==> config.mk <==
export PLATFORM = sky130hd
export DESIGN_NAME = time_keeper_set_flat
export DESIGN_NICKNAME = d
export VERILOG_FILES = /design/src/rtl/time_keeper_set_if.sv /design/src/rtl/time_keeper_set.sv /design/src/flat_wrapper.sv
export SDC_FILE = /design/constraint.sdc
export NUM_CORES = 1
export LEC_CHECK = 0
export ABC_AREA = 1
export CAP_MARGIN = 20
export CORE_ASPECT_RATIO = 0.5
export CORE_MARGIN = 3
export CORE_UTILIZATION = 53
export CTS_BUF_LIST = sky130_fd_sc_hd__clkbuf_16
export DETAILED_ROUTE_END_ITERATION = 12
export GPL_TIMING_DRIVEN = 0
export PLACE_DENSITY = 0.77
export SKIP_CTS_REPAIR_TIMING = 1
export SYNTH_ARGS = -nofsm -noshare
export SYNTH_HDL_FRONTEND = slang
export SYNTH_SLANG_ARGS = --single-unit
==> constraint.sdc <==
create_clock -name clk -period 3.8 [get_ports clk]
set_input_delay 0.38 -clock clk [delete_from_list [all_inputs] [get_ports clk]]
set_output_delay 0.38 -clock clk [all_outputs]
set_load 0.01 [all_outputs]
==> src/rtl/time_keeper_set_if.sv <==
// Bus between the time keeper and its user side: switches/buttons in, BCD time,
// alarm, seconds, strobes and mode out.
interface time_keeper_set_if;
  logic        set_time;
  logic        set_alarm;
  logic        push_h;
  logic        push_min;
  logic [15:0] current;
  logic [15:0] alarm;
  logic [5:0]  seconds;
  logic        sec_pulse;
  logic        min_pulse;
  logic [1:0]  mode;

  modport master (
    output set_time, set_alarm, push_h, push_min,
    input  current, alarm, seconds, sec_pulse, min_pulse, mode
  );

  modport slave (
    input  set_time, set_alarm, push_h, push_min,
    output current, alarm, seconds, sec_pulse, min_pulse, mode
  );
endinterface

==> src/rtl/time_keeper_set.sv <==
// Wall-clock HH:MM:SS keeper with alarm register and two-button editing.
// Optional macro AUTO_REPEAT_EN adds hold-to-repeat on the edit buttons.
module time_keeper_set #(
`ifdef AUTO_REPEAT_EN
  parameter int REPEAT_TICKS = 25000000,
`endif
  parameter int TICK_DIV = 100000000
) (
  input logic              clk,
  input logic              resetn,
  time_keeper_set_if.slave bus
);

  localparam int PW = $clog2(TICK_DIV);

  typedef enum logic [1:0] {
    MODE_RUN       = 2'b00,
    MODE_SET_TIME  = 2'b01,
    MODE_SET_ALARM = 2'b10
  } mode_t;

  mode_t          mode_r;
  mode_t          mode_next_s;
  logic [PW-1:0]  presc_r;
  logic [5:0]     seconds_r;
  logic [7:0]     hours_r;
  logic [7:0]     minutes_r;
  logic [7:0]     alarm_hours_r;
  logic [7:0]     alarm_minutes_r;
  logic           sec_pulse_r;
  logic           min_pulse_r;
  logic           push_h_q_r;
  logic           push_min_q_r;
  logic           inc_h_s;
  logic           inc_min_s;

  // Two-digit BCD increment that wraps to 00 after 'last'; digits stay 0..9.
  function automatic logic [7:0] bcd_wrap_inc(input logic [7:0] v, input logic [7:0] last);
    logic [7:0] r;
    if (v == last) begin
      r = 8'h00;
    end else if (v[3:0] == 4'd9) begin
      r = {v[7:4] + 4'd1, 4'd0};
    end else begin
      r = {v[7:4], v[3:0] + 4'd1};
    end
    return r;
  endfunction

  // Mode follows the switches every cycle; set_time wins over set_alarm.
  always_comb begin
    mode_next_s = MODE_RUN;
    if (bus.set_time) begin
      mode_next_s = MODE_SET_TIME;
    end else if (bus.set_alarm) begin
      mode_next_s = MODE_SET_ALARM;
    end else begin
      mode_next_s = MODE_RUN;
    end
  end

`ifdef AUTO_REPEAT_EN
  localparam int RW = (REPEAT_TICKS > 1) ? $clog2(REPEAT_TICKS) : 1;

  logic [RW-1:0] hold_h_r;
  logic [RW-1:0] hold_min_r;
  logic          edit_mode_s;
  logic          mode_change_s;
  logic          held_h_s;
  logic          held_min_s;
  logic          rep_h_s;
  logic          rep_min_s;

  assign edit_mode_s   = (mode_next_s != MODE_RUN);
  assign mode_change_s = (mode_next_s != mode_r);
  assign held_h_s      = edit_mode_s & ~mode_change_s & bus.push_h & push_h_q_r;
  assign held_min_s    = edit_mode_s & ~mode_change_s & bus.push_min & push_min_q_r;
  assign rep_h_s       = held_h_s & (hold_h_r == RW'(REPEAT_TICKS - 1));
  assign rep_min_s     = held_min_s & (hold_min_r == RW'(REPEAT_TICKS - 1));

  // Per-button hold counters; any break in the hold restarts the count.
  always_ff @(posedge clk) begin
    if (!resetn) begin
      hold_h_r   <= {RW{1'b0}};
      hold_min_r <= {RW{1'b0}};
    end else begin
      if (!held_h_s || rep_h_s) begin
        hold_h_r <= {RW{1'b0}};
      end else begin
        hold_h_r <= hold_h_r + RW'(1);
      end
      if (!held_min_s || rep_min_s) begin
        hold_min_r <= {RW{1'b0}};
      end else begin
        hold_min_r <= hold_min_r + RW'(1);
      end
    end
  end
`endif

  // Edit strobes: a fresh press, plus auto-repeat steps when enabled.
  always_comb begin
    inc_h_s   = bus.push_h & ~push_h_q_r;
    inc_min_s = bus.push_min & ~push_min_q_r;
`ifdef AUTO_REPEAT_EN
    inc_h_s   = inc_h_s | rep_h_s;
    inc_min_s = inc_min_s | rep_min_s;
`else
    inc_h_s   = inc_h_s & 1'b1;
    inc_min_s = inc_min_s & 1'b1;
`endif
  end

  // Mode register and button edge history, kept up to date in every mode.
  always_ff @(posedge clk) begin
    if (!resetn) begin
      mode_r       <= MODE_RUN;
      push_h_q_r   <= 1'b0;
      push_min_q_r <= 1'b0;
    end else begin
      mode_r       <= mode_next_s;
      push_h_q_r   <= bus.push_h;
      push_min_q_r <= bus.push_min;
    end
  end

  // Timekeeping, time edits and alarm edits.
  always_ff @(posedge clk) begin
    if (!resetn) begin
      presc_r         <= {PW{1'b0}};
      seconds_r       <= 6'd0;
      hours_r         <= 8'h00;
      minutes_r       <= 8'h00;
      alarm_hours_r   <= 8'h07;
      alarm_minutes_r <= 8'h00;
      sec_pulse_r     <= 1'b0;
      min_pulse_r     <= 1'b0;
    end else begin
      sec_pulse_r <= 1'b0;
      min_pulse_r <= 1'b0;
      if (mode_next_s == MODE_SET_TIME) begin
        // Clock is frozen at :00 while being set; fields edit without carry.
        presc_r   <= {PW{1'b0}};
        seconds_r <= 6'd0;
        if (inc_h_s) begin
          hours_r <= bcd_wrap_inc(hours_r, 8'h23);
        end
        if (inc_min_s) begin
          minutes_r <= bcd_wrap_inc(minutes_r, 8'h59);
        end
      end else begin
        if (presc_r == PW'(TICK_DIV - 1)) begin
          presc_r     <= {PW{1'b0}};
          sec_pulse_r <= 1'b1;
          if (seconds_r == 6'd59) begin
            seconds_r   <= 6'd0;
            min_pulse_r <= 1'b1;
            minutes_r   <= bcd_wrap_inc(minutes_r, 8'h59);
            if (minutes_r == 8'h59) begin
              hours_r <= bcd_wrap_inc(hours_r, 8'h23);
            end
          end else begin
            seconds_r <= seconds_r + 6'd1;
          end
        end else begin
          presc_r <= presc_r + PW'(1);
        end
        if (mode_next_s == MODE_SET_ALARM) begin
          if (inc_h_s) begin
            alarm_hours_r <= bcd_wrap_inc(alarm_hours_r, 8'h23);
          end
          if (inc_min_s) begin
            alarm_minutes_r <= bcd_wrap_inc(alarm_minutes_r, 8'h59);
          end
        end
      end
    end
  end

  assign bus.current   = {hours_r, minutes_r};
  assign bus.alarm     = {alarm_hours_r, alarm_minutes_r};
  assign bus.seconds   = seconds_r;
  assign bus.sec_pulse = sec_pulse_r;
  assign bus.min_pulse = min_pulse_r;
  assign bus.mode      = mode_r;

endmodule

==> src/flat_wrapper.sv <==
// flat-port wrapper written by rule: the top's interface ports become plain ports
module time_keeper_set_flat 
#(

  parameter int TICK_DIV = 100000000
)
  (clk, resetn, bus_set_time, bus_set_alarm, bus_push_h, bus_push_min, bus_current, bus_alarm, bus_seconds, bus_sec_pulse, bus_min_pulse, bus_mode);
  time_keeper_set_if bus_i ();
  input logic clk;
  input logic resetn;
  input wire logic [$bits(bus_i.set_time)-1:0] bus_set_time;
  input wire logic [$bits(bus_i.set_alarm)-1:0] bus_set_alarm;
  input wire logic [$bits(bus_i.push_h)-1:0] bus_push_h;
  input wire logic [$bits(bus_i.push_min)-1:0] bus_push_min;
  output wire logic [$bits(bus_i.current)-1:0] bus_current;
  output wire logic [$bits(bus_i.alarm)-1:0] bus_alarm;
  output wire logic [$bits(bus_i.seconds)-1:0] bus_seconds;
  output wire logic [$bits(bus_i.sec_pulse)-1:0] bus_sec_pulse;
  output wire logic [$bits(bus_i.min_pulse)-1:0] bus_min_pulse;
  output wire logic [$bits(bus_i.mode)-1:0] bus_mode;
  assign bus_i.set_time = bus_set_time;
  assign bus_i.set_alarm = bus_set_alarm;
  assign bus_i.push_h = bus_push_h;
  assign bus_i.push_min = bus_push_min;
  assign bus_current = bus_i.current;
  assign bus_alarm = bus_i.alarm;
  assign bus_seconds = bus_i.seconds;
  assign bus_sec_pulse = bus_i.sec_pulse;
  assign bus_min_pulse = bus_i.min_pulse;
  assign bus_mode = bus_i.mode;
  time_keeper_set #(.TICK_DIV(TICK_DIV)) u_core (.clk(clk), .resetn(resetn), .bus(bus_i));
endmodule
---- Word-level counts from Yosys, hierarchy flattened ----
Cells that the tools add are included.
storage, ports and cells
  word-level logic and storage cells ...... 80
  flip-flop bits (word level) ............. 71
  bits of input ports ..................... 6
  output and inout port bits .............. 42
operators by class
  bitwise operators ....................... 7
  eq/ne operators ......................... 14
  multiplexer cells ....................... 22
  add/sub/neg operators ................... 10
  reductions and logical operators ........ 14
operators with widths
  operator                                        number
  2-to-1 mux 8 bit                                17
  adder 4 x 1 -> 4 bit (second input constant)    8
  adder 27 x 1 -> 27 bit (second input constant)  1
  == test 27 bit (second input constant)          1
  == test 4 bit (second input constant)           4
  == test 8 x 6 -> 1 bit (second input constant)  2
  == test 8 x 7 -> 1 bit (second input constant)  2
  AND reduction 4 bit                             3
  nonzero test 2 bit                              5
  AND reduction 3 bit                             3
  adder 6 x 1 -> 6 bit (second input constant)    1
  == test 6 bit (second input constant)           1
  2-to-1 mux 6 bit                                1
  OR reduction 3 bit                              2
  NOT 1 bit                                       5
  2-to-1 mux 2 bit                                2
  != test 2 x 1 -> 1 bit (second input constant)  2
  bitwise AND 1 bit                               2
  == test 2 x 1 -> 1 bit (second input constant)  1
  == test 2 bit (second input constant)           1
  2-to-1 mux 1 bit                                2
  OR reduction 2 bit                              1

---- Longest topological paths before layout ----
Gate-level depths: netlist of run 1.
  word-level depth ........................ 7
  mapped depth ............................ 12
  depth with buffers taken out ............ 11

---- Least setup slack after synthesis of run 1 ----
No wires, ideal clock.
  path kind ............................... reg2reg
  from .................................... register u_core.minutes_r[0]
  to ...................................... register u_core.hours_r[1]
  buffers on the path ..................... 0
  required time ........................... 3.672 ns
  data arrival time ....................... 1.513 ns
  cell stages (with the launch flop) ...... 9
  setup time .............................. 0.128 ns
  setup slack ............................. 2.159 ns
  clock period less this slack ............ 1.641 ns
  path through ............................ dfxtp_1 > ha_1 > nand2_1 > nor2_4 > nand2_1 > a21oi_2 > nand2_2 > o21ai_0 > nor2_1
on the way
  cells in the longest elaborated chain, start to end .. 3
ends and longest elaborated chain
  item                           line                    source
  start: declaration             time_keeper_set.sv:27   logic [7:0] minutes_r;
  start signal: assignment       time_keeper_set.sv:149  minutes_r <= bcd_wrap_inc(minutes_r, 8'h59);
  start signal: assignment       time_keeper_set.sv:158  minutes_r <= bcd_wrap_inc(minutes_r, 8'h59);
  == test 8 x 7 -> 1 bit         time_keeper_set.sv:159  if (minutes_r == 8'h59) begin
  nonzero test 2 bit (no line)   n/a
  AND reduction 4 bit (no line)  n/a
  end signal: assignment         time_keeper_set.sv:146  hours_r <= bcd_wrap_inc(hours_r, 8'h23);
  end signal: assignment         time_keeper_set.sv:160  hours_r <= bcd_wrap_inc(hours_r, 8'h23);
  end: declaration               time_keeper_set.sv:26   logic [7:0] hours_r;
No other way between the ends.
A chain may end at the register's enable or synchronous reset.

---- Worst setup path in the final report of run 1 ----
  from .................................... register u_core.minutes_r[0]
  to ...................................... register u_core.hours_r[2]
The elaborated chain is that of the path after synthesis.

==> results_dict.tcl, run 1 <==
set metrics [dict create \
    path_depth 8 \
    die-width_um 124 \
    vias 3143 \
    clock_path_buffers 2 \
    syn_area_um2 3660 \
    cts_tree "built" \
    reg2regPathDepth 8 \
    max_cap_violations 0 \
    wirelength_mm 7.45 \
    fillers 545 \
    worstHoldPathType "in2reg" \
    critical_path.max_stage_delay_ns 0.44 \
    r2r_start "u_core.minutes_r[0]" \
    max_freq_ghz 0.534 \
    hold_viol 0 \
    synth_seq_area_share_pct 38.8 \
    min_period_ns 1.87 \
    hpwl_mm 5.47 \
    tightest_slew_ns 0.658 \
    fp-row-count 20 \
    viasPerCell 5.00 \
    worstSetupEndpointType "flop" \
    clk_pin_slew_ns 0.06 \
    power_uw 1710 \
    regArea_um2 1420 \
    synth_top_cell_area_share_pct 38.8 \
    use_met3_pct 5.67 \
    crit_top_cell "nand2_1" \
    cpLargestDelayFamily "simple AND/OR/NAND/NOR gates" \
    ant_nets 0 \
    grt_util_met1_pct 25.4 \
    setup_tns_ns 0 \
    clockRootBuffer "clkbuf_16" \
    antenna_found_initial 0 \
    portBuffers 46 \
    drc 0 \
    finClkSkew_ns 0.00493 \
    synthTopCellsByArea "dfxtp_1, nand2_1, nor2_1" \
    timing.final.crit_share_pct 49.3 \
    n_antenna_cell 0 \
    crit_chain "ha_1 > nand2_1 > nor2_4 > nand2_1 > a21oi_2 > nand2_2 > o21ai_0 > nor2_1" \
    arrival_ns 2.07 \
    syn-num-nets 503 \
    io_pins 48 \
    worst_slack_ns 1.93 \
    relSlewSlack_pct 55.8 \
    cts.htree.levels 3 \
    wl_per_cell_um 11.9 \
    place_congestion 0.917 \
    critical-path-slowest-cell "dfxtp_1" \
    drv_slew 0 \
    design.die.area_um2 8010 \
    critPathLaunch "u_core.minutes_r[0]" \
    cp_num_buf_inv 0 \
    placed_area_um2 4230 \
    clock_latency_ns 0.33 \
    yosysWarningCount 0 \
    start_util_pct 57.4 \
    crit_path_start_kind "flop" \
    track_usage_pct 20.4 \
    drive_above_1_share_pct 9.61 \
    setup_viol 0 \
    vdd.ir_drop.worst_uv 222 \
    avgSynthCellArea_um2 7.65 \
    area_growth_pct 23.9 \
    worst-path-max-fanout 7 \
    yosysTopAreaCell "dfxtp_1" \
    synth-seq-cells 71 \
    rrSetupSlack_ns 1.93 \
    clock_sinks 71 \
    critical_path_class "reg2reg" \
    power_density_nw_per_um2 377 \
    status "completed" \
    synthCells 479 \
    multi_input_area_um2 1970 \
    post-place-ws_ns 1.58 \
    cp.required_ns 4.00 \
    grt_max_degree 12 \
    r2r-end "u_core.hours_r[2]" \
    grt_overflow 0 \
    fin_util_pct 71.1 \
    numCtsBuffers 9 \
    rsz0062_at_grt "no" \
    grt_pass1_wl_mm 13.0 \
    synth_edf_count 0 \
    cp-endpoint "u_core.hours_r[2]" \
    dr.pass1.iters 4 \
    synthArstFlopShare_pct 0 \
    busiest_layer "met2" \
    fin_nets 560 \
    first_global_vias 2962 \
    drt_iter0_drc 198 \
    fp.coreArea_um2 6380 \
    postLayoutCellArea_um2 4540 \
    grt_use_met2_pct 33.9 \
    die_y_um 64.8 \
    synth.distinct_cells 39 \
    p_leak_uw 0.00180 \
    synth_ff_type "dfxtp_1" \
]
## registers in the layout (all words and copies together) (netlist names)
name	count
u_core.push_h_q_r	1
u_core.bus.min_pulse	1
u_core.presc_r	27
u_core.alarm_hours_r	8
u_core.hours_r	8
u_core.push_min_q_r	1
u_core.minutes_r	8
u_core.bus.sec_pulse	1
u_core.bus.mode	2
u_core.alarm_minutes_r	8
u_core.bus.seconds	6
## Yosys cell counts (2+ instances only)
| master | number |
|---|---|
| nand3_1 | 31 |
| buf_6 | 2 |
| o21ai_1 | 2 |
| nand2_2 | 7 |
| nor2_4 | 7 |
| nor3b_1 | 7 |
| dfxtp_1 | 71 |
| nor3_2 | 2 |
| inv_1 | 55 |
| o21ai_0 | 10 |
| nand3_4 | 2 |
| buf_4 | 2 |
| a21oi_1 | 27 |
| or2_2 | 5 |
| nor2_2 | 3 |
| nand4_1 | 10 |
| nand2_1 | 80 |
| inv_2 | 3 |
| o21a_1 | 4 |
| a211oi_1 | 2 |
| nand2_4 | 2 |
| ha_1 | 18 |
| nor2_1 | 75 |
| xnor2_1 | 11 |
| o31ai_1 | 4 |
| xor2_1 | 16 |
| nor3_1 | 9 |
## where the power goes
| part | total, µW | switching (µW) | internal, µW |
|---|---|---|---|
| clock network | 858 | 294 | 563 |
| logic | 87.2 | 49.5 | 37.7 |
| registers | 766 | 11.0 | 755 |
| total | 1710 | 355 | 1360 |
## tightest hold or removal path, cell delays in order
cell	delay, ns
buf_6	0.12
nand2_1	0.06
a21oi_1	0.03
## layout by cell type (no fill, tap or decap), types with 3 or more instances in the layout
cell type,count
clkdlybuf4s50_1,46
o21ai_0,10
nand3_1,31
clkbuf_16,9
nor2_2,3
nor3b_1,7
inv_1,57
o21a_1,4
or2_2,5
nand2_1,80
nand2_2,7
ha_1,18
nor2_1,75
nand4_1,10
dfxtp_1,71
nor2_4,7
xnor2_1,11
inv_2,3
xor2_1,16
nor3_1,9
o31ai_1,4
a21oi_1,27
## through the flow
stage / instances / hold slack, ns
finish: 629 / 0.311
global route: 629 / 0.322
CTS: 629 / 0.301
detailed placement: 613 / 0.451
global placement: 613 / 0.428
floorplan: 479 / 0.417
## per-layer routing
layer,routed length [µm],part of all wire (%)
met2,3450,46
met4,110,1.5
met3,304,4.1
met1,3590,48
met5,0,0
## worst min-delay path by stage
| stage | start | to | depth (start not counted) |
|---|---|---|---|
| after floorplan | u_core.presc_r[0] | u_core.presc_r[0] | 1 |
| after global placement | u_core.presc_r[0] | u_core.presc_r[0] | 1 |
| after detailed placement | u_core.presc_r[0] | u_core.presc_r[0] | 1 |
| after CTS | resetn | u_core.minutes_r[4] | 3 |
| after global routing | resetn | u_core.minutes_r[4] | 3 |
| final | resetn | u_core.minutes_r[4] | 3 |
## layout make-up
cell class | count | area share, %
clock inverters | 7 | 1.76
inverters | 58 | 4.80
well taps | 88 | 2.43
multi-input cells | 344 | 43.4
repair buffers | 46 | 10.1
clock buffers | 9 | 4.96
plain buffers | 6 | 1.21
flip-flops and latches | 71 | 31.3
## logic make-up after synthesis
| family | after synthesis | synth area share [%] |
|---|---|---|
| compound gates | 54 | 8.44 |
| buf+inv | 64 | 7.45 |
| flops | 71 | 38.8 |
| simple gates | 245 | 32.7 |
| xor+xnor | 27 | 6.45 |
| fa+ha+maj | 18 | 6.15 |
No activity file was read; power rests on OpenSTA's default activity.
==> inputs of run 2 (changes only) <==
--- a/config.mk
+++ b/config.mk
@@ -9,11 +9,11 @@
 export CAP_MARGIN = 20
 export CORE_ASPECT_RATIO = 0.5
 export CORE_MARGIN = 3
-export CORE_UTILIZATION = 53
+export CORE_UTILIZATION = 50
 export CTS_BUF_LIST = sky130_fd_sc_hd__clkbuf_16
 export DETAILED_ROUTE_END_ITERATION = 12
 export GPL_TIMING_DRIVEN = 0
-export PLACE_DENSITY = 0.77
+export PLACE_DENSITY = 0.76
 export SKIP_CTS_REPAIR_TIMING = 1
 export SYNTH_ARGS = -nofsm -noshare
 export SYNTH_HDL_FRONTEND = slang
==> constraint.sdc (replaced) <==
create_clock -name clk -period 1.7 [get_ports clk]
set_input_delay 0.17 -clock clk [delete_from_list [all_inputs] [get_ports clk]]
set_output_delay 0.17 -clock clk [all_outputs]
set_load 0.01 [all_outputs]
==> run 2 against run 1 <==
First-iteration DRC count rose by 13%. Non-clock buffer count rose by 13. Routed wire length up 1.3%. Critical path type unchanged. Largest power group is now sequential cells. Largest cell class unchanged. Setup slack worse by 1.9 ns. Fmax grew 12%. Hold slack got worse by 0.21 ns.
==> results_dict.tcl, run 2 (synthesis results as in run 1) <==
set metrics [dict create \
    critPathLaunch "u_core.presc_r[0]" \
    viasPerCell 5.01 \
    seq_power_share_pct 48.7 \
    dp_cells 617 \
    crit_path_start_kind "flop" \
    status "completed" \
    fillers 548 \
    worst-path-max-fanout 5 \
    p_int_uw 2740 \
    area_growth_pct 29.4 \
    wl_per_cell_um 11.7 \
    max_freq_ghz 0.597 \
    r2r_start "u_core.presc_r[0]" \
    hold_viol 0 \
    drv_slew 0 \
    hold-worst-slack_ns 0.102 \
    final_common_cell "nor2_1" \
    largest_reg_flops 27 \
    drive_above_1_share_pct 14.8 \
    portBuffers 46 \
    fin_nets 573 \
    hpwl_mm 5.35 \
    arrival_ns 1.87 \
    sw_frac_of_total_pct 22.1 \
    final_cell_mix "nor2_1, nand2_1, dfxtp_1" \
    n_antenna_cell 0 \
    critical_path_class "reg2reg" \
    vias 3237 \
    drt_iter0_drc 223 \
    worstSetupEndpointType "flop" \
    die-width_um 127 \
    cts_tree "built" \
    first_global_vias 2809 \
    relSlewSlack_pct 66.6 \
    min_period_ns 1.67 \
    switchingPower_uw 780 \
    combPwrFrac_pct 6.3 \
    grt_overflow 0 \
    antenna_found_initial 0 \
    cp_num_buf_inv 1 \
    largest-register "u_core.presc_r" \
    cpLargestDelayFamily "simple AND/OR/NAND/NOR gates" \
    power_density_nw_per_um2 743 \
    vdd.ir_drop.worst_uv 549 \
    drc 0 \
    p_leak_uw 0.00193 \
    crit_chain "ha_4 > nand2_4 > nor2_4 > nand2_4 > nor2_4 > nand3_4 > nand2_8 > buf_8 > nand3_4 > nand2_1 > a21oi_1" \
    rsz0062_at_grt "yes" \
    critical-path-slowest-cell "dfxtp_4" \
    io_pins 48 \
    cts.htree.levels 3 \
    fp.coreArea_um2 6880 \
    clock_latency_ns 0.33 \
    rrSetupSlack_ns 0.03 \
    numCtsBuffers 9 \
    p_clk_share_pct 45.0 \
    worstHoldPathType "in2reg" \
    wirelength_mm 7.55 \
    grt_pass1_wl_mm 12.3 \
    design.die.area_um2 8450 \
    tightest_slew_ns 0.500 \
    fp-row-count 21 \
    place_congestion 0.884 \
    grt_max_degree 11 \
    track_usage_pct 18.1 \
    path_depth 11 \
    reg2regPathDepth 11 \
    max_cap_violations 0 \
    clk_pin_slew_ns 0.05 \
    start_util_pct 53.2 \
    cp-endpoint "u_core.hours_r[7]" \
    cp.required_ns 1.89 \
    dr.pass1.iters 4 \
    clockRootBuffer "clkbuf_16" \
    clock_sinks 71 \
    ant_nets 0 \
    die_y_um 66.5 \
    finClkSkew_ns 0.00560 \
    timing.final.crit_share_pct 98.5 \
    stdcell_count 646 \
    r2r-end "u_core.hours_r[7]" \
    critical_path.max_stage_delay_ns 0.36 \
    clock_path_buffers 2 \
    setup_viol 0 \
]
## run 2: per-stage QoR
stage | util [%] | power [µW] | instance area [µm²] | setup slack, ns | TNS [ns]
final | 68.8 | 3520 | 4740 | 0.0262 | 0
after global placement | 61.6 | 1940 | 4240 | -0.248 | -4.23
after detailed placement | 61.6 | 1940 | 4240 | -0.248 | -5.11
after global routing | 68.8 | 3680 | 4740 | -0.0736 | -1.25
after floorplan | - | 1860 | 3660 | 0.0589 | 0
after CTS | 65.2 | 3540 | 4490 | -0.145 | -4.16
## run 2: worst min-delay path by stage
stage | startpoint | cells past startpoint | end
4_1_cts | resetn | 3 | u_core.minutes_r[4]
3_5_place_dp | u_core.presc_r[0] | 1 | u_core.presc_r[0]
5_1_grt | resetn | 3 | u_core.minutes_r[4]
6_report | resetn | 3 | u_core.minutes_r[4]
3_3_place_gp | u_core.presc_r[0] | 1 | u_core.presc_r[0]
2_1_floorplan | bus_set_time | 2 | u_core.bus.mode[0]
## run 2: worst reg2reg max path, stage by stage (launching register included)
cell and delay, ns:
dfxtp_4 0.36, ha_4 0.15, nand2_4 0.06, nor2_4 0.16
nand2_4 0.09, nor2_4 0.15, nand3_4 0.12, nand2_8 0.11
buf_8 0.13, nand3_4 0.08, nand2_1 0.08, a21oi_1 0.05
## run 2: cell type report
| type | count | area [µm²] | share of cell area [%] |
|---|---|---|---|
| well taps | 92 | 115 | 2.43 |
| clock inverters | 7 | 26.3 | 0.554 |
| flip-flops and latches | 71 | 1430 | 30.2 |
| plain buffers | 6 | 58.8 | 1.24 |
| repair buffers | 59 | 588 | 12.4 |
| multi-input cells | 344 | 2080 | 43.8 |
| clock buffers | 9 | 225 | 4.75 |
| inverters | 58 | 218 | 4.59 |
## run 2: metal layers
layer	vias up	global-route usage [%]	share of wire, %
li1	1688	-	-
met1	1480	23.3	48
met2	58	28.5	46
met3	11	5.44	4.0
met4	0	7.75	1.5
met5	-	0	0
## run 2: power groups by stage
stage / clock network, µW / registers, µW / logic, µW
final: 1580 / 1710 / 223
after global routing: 1710 / 1720 / 249
after CTS: 1630 / 1710 / 194
after detailed placement: 0 / 1750 / 193
after global placement: 0 / 1750 / 190
after floorplan: 0 / 1750 / 112
